$ cat config.mk
export PLATFORM = sky130hd
export DESIGN_NAME = param_inc_pipe_flat
export DESIGN_NICKNAME = d
export VERILOG_FILES = /design/src/rtl/param_inc_pipe_if.sv /design/src/rtl/param_inc_pipe.sv /design/src/flat_wrapper.sv
export SDC_FILE = /design/constraint.sdc
export NUM_CORES = 1
export LEC_CHECK = 0
export CAP_MARGIN = 20
export CORE_ASPECT_RATIO = 0.7
export CORE_UTILIZATION = 50
export CTS_CLUSTER_SIZE = 30
export DETAILED_ROUTE_END_ITERATION = 10
export GPL_TIMING_DRIVEN = 0
export PLACE_DENSITY = 0.88
export SYNTH_ARGS = -nofsm -noshare
export SYNTH_HDL_FRONTEND = slang
export SYNTH_SLANG_ARGS = --single-unit
$ cat constraint.sdc
create_clock -name clk -period 2.4 [get_ports clk]
set_clock_uncertainty 0.05 [all_clocks]
set_input_delay 0.36 -clock clk [delete_from_list [all_inputs] [get_ports clk]]
set_output_delay 0.36 -clock clk [all_outputs]
set_load 0.005 [all_outputs]
$ cat src/rtl/param_inc_pipe_if.sv
// Handshake bundle for param_inc_pipe: input valid/ready/data and output
// valid/ready/data/overflow, with producer (master) and stage (slave) views.
interface param_inc_pipe_if #(
    parameter int WIDTH = 4
);
    logic             in_valid;
    logic             in_ready;
    logic [WIDTH-1:0] in_data;
    logic             out_valid;
    logic             out_ready;
    logic [WIDTH-1:0] out_data;
    logic             out_ovf;

    modport master (
        output in_valid, in_data, out_ready,
        input  in_ready, out_valid, out_data, out_ovf
    );

    modport slave (
        input  in_valid, in_data, out_ready,
        output in_ready, out_valid, out_data, out_ovf
    );
endinterface

$ cat src/rtl/param_inc_pipe.sv
// Registered add-a-parameter stage with a 2-entry output FIFO, overflow flag
// and accepted-word counter. Define PARAM_INC_SAT_EN to saturate instead of wrap.
module param_inc_pipe #(
    parameter int WIDTH      = 4,
    parameter int INC        = 1,
    parameter int INC_WIDTH  = 3,
    parameter int INC_SIGNED = 1,
    parameter int IN_SIGNED  = 0
) (
    input  logic               clk,
    input  logic               rst_n,
    input  logic               clr,
    param_inc_pipe_if.slave    bus,
    output logic [15:0]        count
);

    localparam bit SIGNED_EXPR = (IN_SIGNED != 0) && (INC_SIGNED != 0);
    localparam int SUM_W       = ((WIDTH > INC_WIDTH) ? WIDTH : INC_WIDTH) + 1;

    localparam logic [INC_WIDTH-1:0] INC_T    = INC[INC_WIDTH-1:0];
    localparam logic                 INC_SIGN = SIGNED_EXPR && INC_T[INC_WIDTH-1];
    localparam logic [SUM_W-1:0]     INC_EXT  = {{(SUM_W-INC_WIDTH){INC_SIGN}}, INC_T};

    localparam logic [WIDTH-1:0] ALL_ONES = {WIDTH{1'b1}};
    localparam logic [WIDTH-1:0] POS_MAX  = ALL_ONES >> 1;
    localparam logic [WIDTH-1:0] NEG_MIN  = ~POS_MAX;

    typedef enum logic [1:0] {
        ST_EMPTY = 2'b00,
        ST_ONE   = 2'b01,
        ST_FULL  = 2'b10
    } occ_e;

    occ_e             state_r;
    occ_e             state_s;
    logic             in_ready_r;
    logic             out_valid_r;
    logic [WIDTH:0]   head_r;
    logic [WIDTH:0]   tail_r;
    logic [15:0]      count_r;

    logic             push_s;
    logic             pop_s;
    logic             load_head_s;
    logic             load_tail_s;
    logic             shift_s;
    logic [SUM_W-1:0] sum_s;
    logic [SUM_W-WIDTH:0] upper_s;
    logic             ovf_s;
    logic [WIDTH-1:0] res_s;

    function automatic logic [SUM_W-1:0] ext_data(input logic [WIDTH-1:0] d);
        logic sign;
        sign = SIGNED_EXPR && d[WIDTH-1];
        return {{(SUM_W-WIDTH){sign}}, d};
    endfunction

    assign push_s = bus.in_valid & in_ready_r;
    assign pop_s  = out_valid_r & bus.out_ready;

    // Sum at full width, overflow detection and optional saturation.
    always_comb begin
        sum_s   = ext_data(bus.in_data) + INC_EXT;
        upper_s = sum_s[SUM_W-1:WIDTH-1];
        if (SIGNED_EXPR) begin
            // Signed result fits only when all bits from the sign position up agree.
            ovf_s = !((&upper_s) || !(|upper_s));
        end else begin
            ovf_s = |sum_s[SUM_W-1:WIDTH];
        end
`ifdef PARAM_INC_SAT_EN
        if (!ovf_s) begin
            res_s = sum_s[WIDTH-1:0];
        end else if (!SIGNED_EXPR) begin
            res_s = ALL_ONES;
        end else if (sum_s[SUM_W-1]) begin
            res_s = NEG_MIN;
        end else begin
            res_s = POS_MAX;
        end
`else
        res_s = sum_s[WIDTH-1:0];
`endif
    end

    // Occupancy next-state and FIFO load controls; clr overrides everything.
    always_comb begin
        state_s     = state_r;
        load_head_s = 1'b0;
        load_tail_s = 1'b0;
        shift_s     = 1'b0;
        if (clr) begin
            state_s = ST_EMPTY;
        end else begin
            case (state_r)
                ST_EMPTY: begin
                    if (push_s) begin
                        state_s     = ST_ONE;
                        load_head_s = 1'b1;
                    end else begin
                        state_s = ST_EMPTY;
                    end
                end
                ST_ONE: begin
                    if (push_s && pop_s) begin
                        state_s     = ST_ONE;
                        load_head_s = 1'b1;
                    end else if (push_s) begin
                        state_s     = ST_FULL;
                        load_tail_s = 1'b1;
                    end else if (pop_s) begin
                        state_s = ST_EMPTY;
                    end else begin
                        state_s = ST_ONE;
                    end
                end
                ST_FULL: begin
                    if (pop_s) begin
                        state_s = ST_ONE;
                        shift_s = 1'b1;
                    end else begin
                        state_s = ST_FULL;
                    end
                end
                default: begin
                    state_s = ST_EMPTY;
                end
            endcase
        end
    end

    // Occupancy state plus registered ready/valid derived from the next state.
    always_ff @(posedge clk or negedge rst_n) begin
        if (!rst_n) begin
            state_r     <= ST_EMPTY;
            in_ready_r  <= 1'b0;
            out_valid_r <= 1'b0;
        end else begin
            state_r     <= state_s;
            in_ready_r  <= (state_s != ST_FULL);
            out_valid_r <= (state_s != ST_EMPTY);
        end
    end

    // FIFO storage; the head drives the outputs and holds its value when empty.
    always_ff @(posedge clk or negedge rst_n) begin
        if (!rst_n) begin
            head_r <= {(WIDTH+1){1'b0}};
            tail_r <= {(WIDTH+1){1'b0}};
        end else begin
            if (load_head_s) begin
                head_r <= {ovf_s, res_s};
            end else if (shift_s) begin
                head_r <= tail_r;
            end else begin
                head_r <= head_r;
            end
            if (load_tail_s) begin
                tail_r <= {ovf_s, res_s};
            end else begin
                tail_r <= tail_r;
            end
        end
    end

    // Accepted-word counter, wrapping modulo 2^16.
    always_ff @(posedge clk or negedge rst_n) begin
        if (!rst_n) begin
            count_r <= 16'd0;
        end else if (clr) begin
            count_r <= 16'd0;
        end else if (push_s) begin
            count_r <= count_r + 16'd1;
        end else begin
            count_r <= count_r;
        end
    end

    assign bus.in_ready  = in_ready_r;
    assign bus.out_valid = out_valid_r;
    assign bus.out_data  = head_r[WIDTH-1:0];
    assign bus.out_ovf   = head_r[WIDTH];
    assign count         = count_r;

endmodule

$ cat src/flat_wrapper.sv
// flat-port wrapper written by rule: the top's interface ports become plain ports
module param_inc_pipe_flat 
#(
    parameter int WIDTH      = 4,
    parameter int INC        = 1,
    parameter int INC_WIDTH  = 3,
    parameter int INC_SIGNED = 1,
    parameter int IN_SIGNED  = 0
)
  (clk, rst_n, clr, count, bus_in_valid, bus_in_data, bus_out_ready, bus_in_ready, bus_out_valid, bus_out_data, bus_out_ovf);
  param_inc_pipe_if #(.WIDTH(WIDTH)) bus_i ();
  input  logic clk;
  input  logic rst_n;
  input  logic clr;
  output logic [15:0] count;
  input wire logic [$bits(bus_i.in_valid)-1:0] bus_in_valid;
  input wire logic [$bits(bus_i.in_data)-1:0] bus_in_data;
  input wire logic [$bits(bus_i.out_ready)-1:0] bus_out_ready;
  output wire logic [$bits(bus_i.in_ready)-1:0] bus_in_ready;
  output wire logic [$bits(bus_i.out_valid)-1:0] bus_out_valid;
  output wire logic [$bits(bus_i.out_data)-1:0] bus_out_data;
  output wire logic [$bits(bus_i.out_ovf)-1:0] bus_out_ovf;
  assign bus_i.in_valid = bus_in_valid;
  assign bus_i.in_data = bus_in_data;
  assign bus_i.out_ready = bus_out_ready;
  assign bus_in_ready = bus_i.in_ready;
  assign bus_out_valid = bus_i.out_valid;
  assign bus_out_data = bus_i.out_data;
  assign bus_out_ovf = bus_i.out_ovf;
  param_inc_pipe #(.WIDTH(WIDTH), .INC(INC), .INC_WIDTH(INC_WIDTH), .INC_SIGNED(INC_SIGNED), .IN_SIGNED(IN_SIGNED)) u_core (.clk(clk), .rst_n(rst_n), .clr(clr), .bus(bus_i), .count(count));
endmodule
==> flow_metrics.tcl, run 1 <==
set metrics [dict create \
    cts_hold_buf 0 \
    cts_htree_levels 2 \
    p_sw_w 0.000336 \
    timing.final.crit_share 0.823 \
    synth_xor_area_frac 0.0761 \
    synth_mux_area_frac 0.0594 \
    rsz0062_at_grt "false" \
    final_cells 215 \
    synth_fa_ha_area_frac 0.0167 \
    r2r_start "u_core.count[3]$_DFFE_PN0P_" \
    synth_compound_area_frac 0.0970 \
    synth-seq-cells 30 \
    clockPowerShare 0.353 \
    cp-end-kind "register" \
    tritoncts "done" \
    synth_nets 151 \
    drc 0 \
    dp.cells 207 \
    port_buffers 30 \
    num_io_pins 32 \
    crit_arrival_ps 2090 \
    ir_worst_vdd_uv 372 \
    r2r_slack_ps 590 \
    slew_violations 0 \
    gr-usage-met3 0.0667 \
    clock_path_buffers 2 \
    syn_inst 140 \
    grt_overflow 0 \
    avgSynthCellArea_um2 10.7 \
    seq_power_share 0.467 \
    fin_setup_tns_ps 0 \
    cts_sinks 30 \
    met2_usage 0.338 \
    synth_seq_area_share 0.502 \
    fin_nets 189 \
    ys.flop_type "dfrtp_1" \
    initial_core_util 0.530 \
    grt_start_max_net_pins 22 \
    dieArea_um2 3220 \
    wire_per_inst_um 14.3 \
    p_per_area_nw_per_um2 679 \
    vias 1184 \
    crit_chain "clkdlybuf4s50_1 -> nand2_2 -> or4b_1 -> buf_6 -> mux2_4" \
    internal_power_w 0.00101 \
    die_y_um 47.8 \
    cts_resized 0 \
    rows 16 \
    yosys.cell_types.count 37 \
    cts_buffers 5 \
    startpoint "bus_in_valid" \
    min_period_ps 1980 \
    postSynth.asyncResetShare 1.00 \
    grt-busiest-layer "met2" \
    whs_ps 370 \
    ff2ff_path_depth 4 \
    status "completed" \
    synth-simple-area-share 0.227 \
    syn_area_um2 1500 \
    global_route.usage.met1 0.311 \
    grt_pass1_wl_um 5090 \
    die_w_um 67.4 \
    crit_type "primary input to register" \
    r2r_end "u_core.count[13]$_DFFE_PN0P_" \
    diodes 0 \
    drive_above_1_share 0.117 \
    switching_share 0.250 \
    antenna_found_initial 0 \
    fillers 199 \
    slowest_delay_ps 600 \
    hold_viol_final 0 \
    drt_first_pass_iters 4 \
    grtUsageTotal 0.225 \
    p_leak_nw 0.819 \
    insertion_delay_ps 280 \
    crit_path_max_fanout 9 \
    setup_viol 0 \
    fp.coreArea_um2 2820 \
    mostFrequentLayoutCells "30 x clkdlybuf4s50_1, 30 x dfrtp_1, 17 x nor2_1" \
    area_growth_pct 32.3 \
    drv_cap 0 \
    clk_pin_slew_ps 60 \
    dp_hpwl_um 2290 \
    combPwrFrac 0.180 \
    relSlewSlack 0.654 \
    cpMaxStageDelayCell "clkdlybuf4s50_1" \
    grt_pass1_vias 1120 \
    worst_slew_pin_slew_ps 517 \
    synth-edff-count 0 \
    drtAntennaViolNets 0 \
    drtIter0Drc 67 \
    cts_setup_buffers 0 \
    gp_congestion 0.808 \
    cts_root_buf "clkbuf_8" \
    hold_path.class "primary input to async pin" \
    viasPerCell 5.51 \
    max_freq_mhz 506 \
    synth_top_family_by_area "simple AND/OR/NAND/NOR gates" \
    start_kind "primary input" \
    critical_path_required_ps 2520 \
    yosysWarnings 0 \
    drt_wl_total_um 3070 \
]
[power by group through the flow]
stage	clock network [W]	logic (W)	registers, W
after global routing	0.000509	0.000273	0.000638
after global placement	0	0.000228	0.000630
after floorplan	0	0.000119	0.000629
after CTS	0.000480	0.000247	0.000627
final	0.000475	0.000243	0.000628
after detailed placement	0	0.000247	0.000634
[cell usage after synthesis (all sizes together), types with 3 or more instances]
cell	instances	area share
o21ai	5	0.017
nand4	3	0.013
xor2	6	0.035
nand3	8	0.027
xnor2	7	0.041
nor2b	4	0.017
nor4	3	0.033
dfrtp	30	0.50
mux2i	4	0.027
nor2	17	0.043
a21oi	3	0.010
nand2	12	0.032
nor3	6	0.023
mux2	4	0.033
inv	3	0.0075
[kinds of logic after synthesis]
logic type / after synthesis
adders and majority gates: 2
AOI/OAI and AO/OA: 19
and+or+nand+nor: 61
muxes: 8
DFF: 30
xor gates and xnor gates: 13
buffers and inverters: 7
[worst max-delay path: cells and delay by family]
kind	cells	cell delay, ps
multiplexers	1	290
AND/OR/NAND/NOR	2	680
buffers and inverters	2	760
[per-stage QoR]
stage	cell area, µm²	setup slack, ps	utilization	power [W]
after detailed placement	1870	139	0.662	0.000881
after floorplan	1500	683	-	0.000748
after global placement	1840	152	0.652	0.000858
final	1980	425	0.701	0.00134
after global routing	1980	333	0.701	0.00142
after CTS	1980	432	0.701	0.00135
[worst max-delay path by stage]
stage                                         endpoint  depth (start not counted)
after global placement    u_core.count[15]$_DFFE_PN0P_                          5
final                     u_core.tail_r[1]$_DFFE_PN0P_                          5
after global routing      u_core.count[15]$_DFFE_PN0P_                          5
after CTS                 u_core.tail_r[1]$_DFFE_PN0P_                          5
after detailed placement  u_core.tail_r[1]$_DFFE_PN0P_                          5
after floorplan           u_core.tail_r[1]$_DFFE_PN0P_                          4
[area by class of cell]
cell class,count,area (µm²),share of cell area
Sequential cell,30,751,0.379
Multi-Input combinational cell,103,712,0.360
Timing Repair Buffer,31,328,0.166
Clock buffer,8,110,0.0556
Tap cell,36,45.0,0.0228
Buffer,4,22.5,0.0114
Inverter,3,11.3,0.00569
[state kept, by name, summed over array words and instances (netlist names)]
name	cells
u_core.tail_r	5
u_core.bus.out_valid	1
u_core.bus.in_ready	1
u_core.head_r	5
u_core.count	16
u_core.state_r	2
[metal layers]
metal  vias up  routed length, µm
li1        572                  -
met1       576               1480
met5         -                  0
met3         5                153
met2        31               1410
met4         0                 28
(Power assumes the default switching activity.)
==> run 2: changes to the inputs <==
Clock period 2.4 ns to 2.1 ns, I/O delays scaled along.
==> results of run 2 <==
The final DEF is identical to that of run 1. Status: completed.
Main changes from that run: setup slack after placement 139 ps -> -116 ps; setup slack after layout 425 ps -> 170 ps; hold slack 370 ps -> 325 ps; register-to-register setup slack 590 ps -> 290 ps; total power 0.00134 W -> 0.00154 W; worst IR drop on VDD 372 µV -> 425 µV
